## src/rtl/uart_rx_dev_if.sv

```systemverilog
`default_nettype none
// ============================================================================
// Module      : uart_rx_dev_if
// Description : Device-port bus bundle for the UART receiver. It carries the
//               request, address, write enable, byte enables and write data
//               from the core, and the registered response (valid + read
//               data) back to it.
// Revision    : 1.0 - initial release
// ============================================================================
interface uart_rx_dev_if;
  logic        req;
  logic [31:0] addr;
  logic        we;
  logic [3:0]  be;
  logic [31:0] wdata;
  logic        rvalid;
  logic [31:0] rdata;

  // The core issues requests and consumes responses.
  modport master (
    output req,
    output addr,
    output we,
    output be,
    output wdata,
    input  rvalid,
    input  rdata
  );

  // The device accepts requests and produces responses.
  modport slave (
    input  req,
    input  addr,
    input  we,
    input  be,
    input  wdata,
    output rvalid,
    output rdata
  );
endinterface
`default_nettype wire

```

## src/rtl/uart_rx_dev.sv

```systemverilog
`default_nettype none
// ============================================================================
// Module      : uart_rx_dev
// Description : Bus-attached 8N1 UART receiver. The serial line is
//               synchronised, each character is deframed by a bit-timing
//               FSM and good bytes are buffered in a FIFO. The core pops the
//               FIFO through RXDATA, watches STATUS and enables a level
//               interrupt through CTRL.
//               Register map (offset = addr[3:2]):
//                 0x0 RXDATA  RO  {24'b0, byte} or 32'h8000_0000 when empty
//                 0x4 STATUS  RO/W1C  [0] empty [1] full [2] overrun
//                                     [3] frame_err [12:8] level
//                 0x8 CTRL    RW  [0] irq_en, [1] flush (self-clearing)
//                 0xC reserved, reads 0
// Revision    : 1.0 - initial release
// ============================================================================
module uart_rx_dev #(
  parameter int unsigned ClockFrequency = 50_000_000,
  parameter int unsigned BaudRate       = 115_200,
  parameter int unsigned RxFifoDepth    = 16
) (
  input  logic           clk_sys_i,
  input  logic           rst_sys_ni,
  uart_rx_dev_if.slave   device,
  input  logic           uart_rx_i,
  output logic           uart_rx_irq_o
);

  // --------------------------------------------------------------------------
  // Constants
  // --------------------------------------------------------------------------
  localparam int unsigned c_clks_per_bit = ClockFrequency / BaudRate;
  // Counter only ever holds values up to c_clks_per_bit-1.
  localparam int unsigned c_cnt_w        = $clog2(c_clks_per_bit);
  localparam int unsigned c_ptr_w        = $clog2(RxFifoDepth);

  localparam logic [c_cnt_w-1:0] c_cnt_bit  = c_cnt_w'(c_clks_per_bit - 1);
  localparam logic [c_cnt_w-1:0] c_cnt_half = c_cnt_w'(c_clks_per_bit / 2 - 1);
  localparam logic [c_cnt_w-1:0] c_cnt_one  = c_cnt_w'(1);
  localparam logic [c_ptr_w:0]   c_ptr_one  = (c_ptr_w + 1)'(1);

  localparam logic [1:0] c_off_rxdata = 2'd0;
  localparam logic [1:0] c_off_status = 2'd1;
  localparam logic [1:0] c_off_ctrl   = 2'd2;

  // --------------------------------------------------------------------------
  // Receive FSM state
  // --------------------------------------------------------------------------
  typedef enum logic [2:0] {
    ST_IDLE      = 3'd0,
    ST_START     = 3'd1,
    ST_DATA      = 3'd2,
    ST_STOP      = 3'd3,
    ST_WAIT_IDLE = 3'd4
  } state_e;

  state_e               r_state;
  logic [c_cnt_w-1:0]   r_cnt;
  logic [2:0]           r_bit_idx;
  logic [7:0]           r_shift;
  logic                 r_rx_push;   // one-cycle pulse: r_shift holds a good byte
  logic                 r_rx_ferr;   // one-cycle pulse: stop bit was low

  logic [1:0]           r_rx_sync;
  logic                 w_rx_s;

  // --------------------------------------------------------------------------
  // FIFO, flags and bus state
  // --------------------------------------------------------------------------
  logic [7:0]           r_mem [RxFifoDepth];
  logic [c_ptr_w:0]     r_wptr;
  logic [c_ptr_w:0]     r_rptr;
  logic                 r_overrun;
  logic                 r_frame_err;
  logic                 r_irq_en;
  logic                 r_irq;
  logic                 r_rvalid;
  logic [31:0]          r_rdata;

  logic [c_ptr_w:0]     w_level;
  logic [31:0]          w_level32;
  logic                 w_empty;
  logic                 w_full;
  logic [1:0]           w_off;
  logic                 w_rd;
  logic                 w_wr;
  logic                 w_pop;
  logic                 w_flush;
  logic                 w_push_ok;
  logic                 w_ovr_set;
  logic                 w_status_wr;
  logic                 w_ctrl_wr;
  logic [31:0]          w_status;
  logic [31:0]          w_rd_mux;
  logic                 w_unused_bits;

  // --------------------------------------------------------------------------
  // Input synchroniser; the raw line is never used anywhere else.
  // --------------------------------------------------------------------------
  // Two-flop synchroniser, reset to the idle (high) line level.
  always_ff @(posedge clk_sys_i or negedge rst_sys_ni) begin
    if (!rst_sys_ni) begin
      r_rx_sync <= 2'b11;
    end else begin
      r_rx_sync <= {r_rx_sync[0], uart_rx_i};
    end
  end

  assign w_rx_s = r_rx_sync[1];

  // --------------------------------------------------------------------------
  // Deframing FSM: finds the start bit, samples each bit at its centre and
  // checks the stop bit. The push/error pulses are registered, so the FIFO
  // sees a completed byte one cycle after the stop-bit sample.
  // --------------------------------------------------------------------------
  // Bit-timing state machine with registered push / frame-error pulses.
  always_ff @(posedge clk_sys_i or negedge rst_sys_ni) begin
    if (!rst_sys_ni) begin
      r_state   <= ST_IDLE;
      r_cnt     <= '0;
      r_bit_idx <= '0;
      r_shift   <= '0;
      r_rx_push <= 1'b0;
      r_rx_ferr <= 1'b0;
    end else begin
      r_rx_push <= 1'b0;
      r_rx_ferr <= 1'b0;
      case (r_state)
        ST_IDLE: begin
          if (!w_rx_s) begin
            // Half a bit lands the next sample in the middle of the start bit.
            r_cnt   <= c_cnt_half;
            r_state <= ST_START;
          end
        end
        ST_START: begin
          if (r_cnt == '0) begin
            if (!w_rx_s) begin
              r_cnt     <= c_cnt_bit;
              r_bit_idx <= '0;
              r_state   <= ST_DATA;
            end else begin
              // Line went back high before mid-start: a glitch, not a frame.
              r_state <= ST_IDLE;
            end
          end else begin
            r_cnt <= r_cnt - c_cnt_one;
          end
        end
        ST_DATA: begin
          if (r_cnt == '0) begin
            r_shift <= {w_rx_s, r_shift[7:1]};
            r_cnt   <= c_cnt_bit;
            if (r_bit_idx == 3'd7) begin
              r_state <= ST_STOP;
            end else begin
              r_bit_idx <= r_bit_idx + 3'd1;
            end
          end else begin
            r_cnt <= r_cnt - c_cnt_one;
          end
        end
        ST_STOP: begin
          if (r_cnt == '0) begin
            if (w_rx_s) begin
              r_rx_push <= 1'b1;
              r_state   <= ST_IDLE;
            end else begin
              r_rx_ferr <= 1'b1;
              r_state   <= ST_WAIT_IDLE;
            end
          end else begin
            r_cnt <= r_cnt - c_cnt_one;
          end
        end
        ST_WAIT_IDLE: begin
          // Holding here until the line recovers keeps a break from being
          // counted as a stream of framing errors.
          if (w_rx_s) begin
            r_state <= ST_IDLE;
          end
        end
        default: begin
          r_state <= ST_IDLE;
        end
      endcase
    end
  end

  // --------------------------------------------------------------------------
  // Bus decode and FIFO control
  // --------------------------------------------------------------------------
  assign w_off       = device.addr[3:2];
  assign w_rd        = device.req & ~device.we;
  assign w_wr        = device.req &  device.we;
  assign w_level     = r_wptr - r_rptr;
  assign w_empty     = (r_wptr == r_rptr);
  assign w_full      = (r_wptr[c_ptr_w] != r_rptr[c_ptr_w]) &&
                       (r_wptr[c_ptr_w-1:0] == r_rptr[c_ptr_w-1:0]);
  assign w_pop       = w_rd & (w_off == c_off_rxdata) & ~w_empty;
  assign w_flush     = w_wr & (w_off == c_off_ctrl) & device.wdata[1];
  assign w_status_wr = w_wr & (w_off == c_off_status);
  assign w_ctrl_wr   = w_wr & (w_off == c_off_ctrl);
  // A pop in the same cycle frees the slot, so a full FIFO still accepts.
  // A flush wins over a coincident push.
  assign w_push_ok   = r_rx_push & (~w_full | w_pop) & ~w_flush;
  assign w_ovr_set   = r_rx_push & w_full & ~w_pop & ~w_flush;

  // Byte enables and the undecoded address/data bits have no function here.
  assign w_unused_bits = ^{device.be, device.addr[31:4], device.addr[1:0],
                           device.wdata[31:4]};

  // FIFO storage write port.
  always_ff @(posedge clk_sys_i or negedge rst_sys_ni) begin
    if (!rst_sys_ni) begin
      for (int i = 0; i < RxFifoDepth; i++) begin
        r_mem[i] <= '0;
      end
    end else if (w_push_ok) begin
      r_mem[r_wptr[c_ptr_w-1:0]] <= r_shift;
    end
  end

  // FIFO read/write pointers; the extra MSB distinguishes full from empty.
  always_ff @(posedge clk_sys_i or negedge rst_sys_ni) begin
    if (!rst_sys_ni) begin
      r_wptr <= '0;
      r_rptr <= '0;
    end else if (w_flush) begin
      r_wptr <= '0;
      r_rptr <= '0;
    end else begin
      if (w_push_ok) begin
        r_wptr <= r_wptr + c_ptr_one;
      end
      if (w_pop) begin
        r_rptr <= r_rptr + c_ptr_one;
      end
    end
  end

  // Sticky error flags and interrupt enable; a new set event beats a W1C.
  always_ff @(posedge clk_sys_i or negedge rst_sys_ni) begin
    if (!rst_sys_ni) begin
      r_overrun   <= 1'b0;
      r_frame_err <= 1'b0;
      r_irq_en    <= 1'b0;
    end else begin
      if (w_ovr_set) begin
        r_overrun <= 1'b1;
      end else if (w_status_wr && device.wdata[2]) begin
        r_overrun <= 1'b0;
      end
      if (r_rx_ferr) begin
        r_frame_err <= 1'b1;
      end else if (w_status_wr && device.wdata[3]) begin
        r_frame_err <= 1'b0;
      end
      if (w_ctrl_wr) begin
        r_irq_en <= device.wdata[0];
      end
    end
  end

  // --------------------------------------------------------------------------
  // Read data path
  // --------------------------------------------------------------------------
  assign w_level32 = 32'(w_level);
  assign w_status  = {19'b0, w_level32[4:0], 4'b0,
                      r_frame_err, r_overrun, w_full, w_empty};

  // Register read multiplexer, evaluated on the pre-access state.
  always_comb begin
    w_rd_mux = '0;
    case (w_off)
      c_off_rxdata: w_rd_mux = w_empty ? 32'h8000_0000
                                       : {24'b0, r_mem[r_rptr[c_ptr_w-1:0]]};
      c_off_status: w_rd_mux = w_status;
      c_off_ctrl:   w_rd_mux = {31'b0, r_irq_en};
      default:      w_rd_mux = '0;
    endcase
  end

  // Single-cycle response: every request is answered on the next cycle.
  always_ff @(posedge clk_sys_i or negedge rst_sys_ni) begin
    if (!rst_sys_ni) begin
      r_rvalid <= 1'b0;
      r_rdata  <= '0;
    end else begin
      r_rvalid <= device.req;
      r_rdata  <= w_rd ? w_rd_mux : 32'h0;
    end
  end

  // Level interrupt from the current enable and FIFO occupancy.
  always_ff @(posedge clk_sys_i or negedge rst_sys_ni) begin
    if (!rst_sys_ni) begin
      r_irq <= 1'b0;
    end else begin
      r_irq <= r_irq_en & ~w_empty;
    end
  end

  assign device.rvalid = r_rvalid;
  assign device.rdata  = r_rdata;
  assign uart_rx_irq_o = r_irq;

endmodule
`default_nettype wire
```

## src/flat_wrapper.sv

```systemverilog
// flat-port wrapper written by rule: the top's interface ports become plain ports
module uart_rx_dev_flat 
#(
  parameter int unsigned ClockFrequency = 50_000_000,
  parameter int unsigned BaudRate       = 115_200,
  parameter int unsigned RxFifoDepth    = 16
)
  (clk_sys_i, rst_sys_ni, uart_rx_i, uart_rx_irq_o, device_req, device_addr, device_we, device_be, device_wdata, device_rvalid, device_rdata);
  uart_rx_dev_if device_i ();
  input  logic clk_sys_i;
  input  logic rst_sys_ni;
  input  logic uart_rx_i;
  output logic uart_rx_irq_o;
  input wire logic [$bits(device_i.req)-1:0] device_req;
  input wire logic [$bits(device_i.addr)-1:0] device_addr;
  input wire logic [$bits(device_i.we)-1:0] device_we;
  input wire logic [$bits(device_i.be)-1:0] device_be;
  input wire logic [$bits(device_i.wdata)-1:0] device_wdata;
  output wire logic [$bits(device_i.rvalid)-1:0] device_rvalid;
  output wire logic [$bits(device_i.rdata)-1:0] device_rdata;
  assign device_i.req = device_req;
  assign device_i.addr = device_addr;
  assign device_i.we = device_we;
  assign device_i.be = device_be;
  assign device_i.wdata = device_wdata;
  assign device_rvalid = device_i.rvalid;
  assign device_rdata = device_i.rdata;
  uart_rx_dev #(.ClockFrequency(ClockFrequency), .BaudRate(BaudRate), .RxFifoDepth(RxFifoDepth)) u_core (.clk_sys_i(clk_sys_i), .rst_sys_ni(rst_sys_ni), .device(device_i), .uart_rx_i(uart_rx_i), .uart_rx_irq_o(uart_rx_irq_o));
endmodule
```

## config.mk

```make
export PLATFORM = sky130hd
export DESIGN_NAME = uart_rx_dev_flat
export DESIGN_NICKNAME = d
export VERILOG_FILES = /design/src/rtl/uart_rx_dev_if.sv /design/src/rtl/uart_rx_dev.sv /design/src/flat_wrapper.sv
export SDC_FILE = /design/constraint.sdc
export NUM_CORES = 1
export LEC_CHECK = 0
export CAP_MARGIN = 20
export CORE_ASPECT_RATIO = 1.4
export CORE_UTILIZATION = 36
export CTS_BUF_LIST = sky130_fd_sc_hd__clkbuf_2
export DETAILED_ROUTE_END_ITERATION = 16
export SYNTH_ARGS = -nofsm -noshare
export SYNTH_HDL_FRONTEND = slang
export SYNTH_SLANG_ARGS = --single-unit
```

## constraint.sdc

```tcl
create_clock -name clk_sys_i -period 4.1 [get_ports clk_sys_i]
set_clock_uncertainty 0.15 [all_clocks]
set_input_delay 0.615 -clock clk_sys_i [delete_from_list [all_inputs] [get_ports clk_sys_i]]
set_output_delay 0.615 -clock clk_sys_i [all_outputs]
set_load 0.01 [all_outputs]
```

==> results.yml <==
outcome:
  outcome: "completed"
clocking:
  worstSkewPairLatency_ns: 0.73
  ctsHoldBuffers: 1
  clock_sinks: 184
  post_cts_buffers: 0
  numCtsBuffers: 17
  path_clk_slew_ns: 0.24
  h-tree-depth: 4
  post_cts_resized: 0
  cts_root_buffer: "clkbuf_2"
  clock_path_buffers: 2
  cts_tree: "yes"
die:
  die_h_um: 188
  ioPinCount: 107
  core.rowCount: 67
  die_x_um: 135
  core_area_um2: 24100
  die_area_um2: 25200
  start_util_pct: 36.8
layout:
  final_common_cell: "dfrtp_1"
  drive_gt1_share_pct: 34.7
  nets: 754
  syn2layout_area_growth_pct: 8.76
  final_cell_mix: "dfrtp_1, mux2_2, mux4_2, nand2_1"
  fin_cells: 992
global_route:
  grtUsageTotal_pct: 16.2
  grt_pass1_wl_um: 30800
  antenna_found_initial: 1
  grt_max_degree: 121
  overflow: 0
  grt_pass1_vias: 5674
setup_path:
  crit_type: "reg2reg"
  r2r_end: "u_core.r_mem[21]$_DFFE_PN0P_"
  start_kind: "register"
  timing.rr.start: "u_core.r_rptr[2]$_DFFE_PN0P_"
  end_kind: "register"
  reg2reg_slack_ns: 0.79
  cp.required_ns: 4.58
  cp.arrival_ns: 3.80
  critPathMaxFanout: 18
  rr_worst_depth: 6
synthesis:
  synth_top_area_share_pct: 51.5
  ys_types: 70
  synth.avg_cell_area_um2: 13.7
  synthTopCellsByArea: "dfrtp_1, mux2_2, mux4_2"
  synth_area_um2: 8850
  seq_area_frac_synth_pct: 52.0
  yosysTopAreaCell: "dfrtp_1"
  synth_flop_cell: "dfrtp_1"
  ys_warn_count: 0
  synth_cells: 647
  synth-edff-count: 0
  ys_ff_latch: 184
  async_flop_share_pct: 100
timing:
  maxClockFrequency_ghz: 0.302
  relSlewSlack_pct: 34.9
  min_period_over_period_pct: 80.8
  rsz0062_at_grt: "no"
  final_max_slew_viol_count: 0
  setup_viol: 0
  hold_viol_final: 0
  min_period_ns: 3.31
  final.setup.worst_slack_ns: 0.785
  tns_ns: 0
  worstMarginPinSlew_ns: 0.977
  holdWs_ns: 0.224
power:
  irDropWorstVdd_mv: 0.217
  p_total_mw: 3.54
  power.density_nw_per_um2: 368
  p_leak_nw: 4.48
place:
  dp.cells: 957
  dp_hpwl_um: 13000
  place_congestion: 0.862
  port_buffers: 26
  dp_slack_ns: 0.709
detailed_routing:
  avgViaCountPerCell: 5.40
  ant_nets: 0
  drtPass1Iterations: 4
  wire_per_inst_um: 19.3
  drt_wl_total_um: 19200
  vias: 5360
  drc: 0
  drt_iter0_markers: 321
hold_path:
  hp-start: "u_core.r_rx_sync[0]$_DFF_PN1_"
  whs_path_depth: 0
  min_to: "u_core.r_rx_sync[1]$_DFF_PN1_"
  min_path_type: "reg2reg"
run:
  max_cap_violations: 0
[routing by layer]
layer  part of all wire, %  vias to the layer above  track usage (%)
met5                     0                        -                0
met1                    41                     2820             19.7
met2                    54                      124             28.3
li1                      -                     2397                -
met4                   2.1                        0             5.88
met3                   3.3                       19             3.11
[power by group]
group          internal [mW]  switching [mW]
Combinational          0.286           0.455
Sequential              1.85          0.0414
Clock                  0.284           0.622
Total                   2.42            1.12
[how the worst max path moves through the flow]
stage                                  from                           end  slack (ns)  depth (start not counted)
2_1_floorplan  u_core.r_rptr[1]$_DFFE_PN0P_  u_core.r_mem[24]$_DFFE_PN0P_        1.04                         10
4_1_cts        u_core.r_rptr[2]$_DFFE_PN0P_  u_core.r_mem[19]$_DFFE_PN0P_        0.76                          6
3_3_place_gp                      device_we  u_core.r_mem[16]$_DFFE_PN0P_        0.72                          5
3_5_place_dp                      device_we  u_core.r_mem[20]$_DFFE_PN0P_        0.71                          5
5_1_grt        u_core.r_rptr[2]$_DFFE_PN0P_  u_core.r_mem[19]$_DFFE_PN0P_        0.62                          6
6_report       u_core.r_rptr[2]$_DFFE_PN0P_  u_core.r_mem[21]$_DFFE_PN0P_        0.79                          6
[Yosys cell counts, types with 3 or more instances]
master	count
a211oi_1	4
a21oi_1	12
a221oi_1	3
a31oi_1	3
a32o_1	3
and2_1	7
and3_1	6
and4_1	3
buf_1	4
buf_2	5
buf_4	18
clkbuf_1	26
dfrtp_1	182
ha_1	12
inv_1	11
mux2_2	140
mux2i_1	11
mux4_2	31
nand2_1	29
nand3_1	9
nand3_2	6
nand4_1	6
nand4_4	4
nor2_1	25
nor2b_1	9
nor3_1	5
o211ai_1	4
o21ai_0	7
xnor2_1	7
xor2_1	3
[sequential cells by signal, summed over array words and instances (netlist names), 2 cells and up]
name and cells:
u_core.r_wptr 5, u_core.r_cnt 9, u_core.r_rx_sync 2, u_core.r_shift 8
u_core.r_mem 128, u_core.r_rptr 5, u_core.r_state 3, u_core.device.rdata 14
u_core.r_bit_idx 3
[cell families after synthesis]
kind of cell | synth area share (%)
flip-flops | 52.0
adder cells (fa/ha/maj) | 1.92
multiplexers | 26.9
XOR/XNOR | 0.990
other | 0.0424
AO/OA/AOI/OAI | 5.56
buffers and inverters | 3.76
AND/OR/NAND/NOR | 8.74
[area by class of cell]
class                           count  area, um2
Inverter                           13       48.8
Timing Repair Buffer               39        367
Antenna cell                        1       2.50
Multi-Input combinational cell    413       3980
Fill cell                        2237      14400
Clock inverter                     15        153
Sequential cell                   184       4610
Tap cell                          310        388
Clock buffer                       17       85.1
[metrics by stage]
step | area, um2 | utilization (%)
after global placement | 9370 | 38.9
after detailed placement | 9370 | 38.9
final | 9630 | 40.0
after CTS | 9610 | 40.0
after global routing | 9630 | 40.0
after floorplan | 8910 | -
[critical path, stage by stage (launching register included)]
cell,delay (ns)
dfrtp_1,0.65
inv_2,0.29
ha_1,0.44
and4_1,0.33
a32oi_4,0.41
and4_1,0.56
mux2_2,0.39
Note: power is estimated with default switching activity, not from simulation.
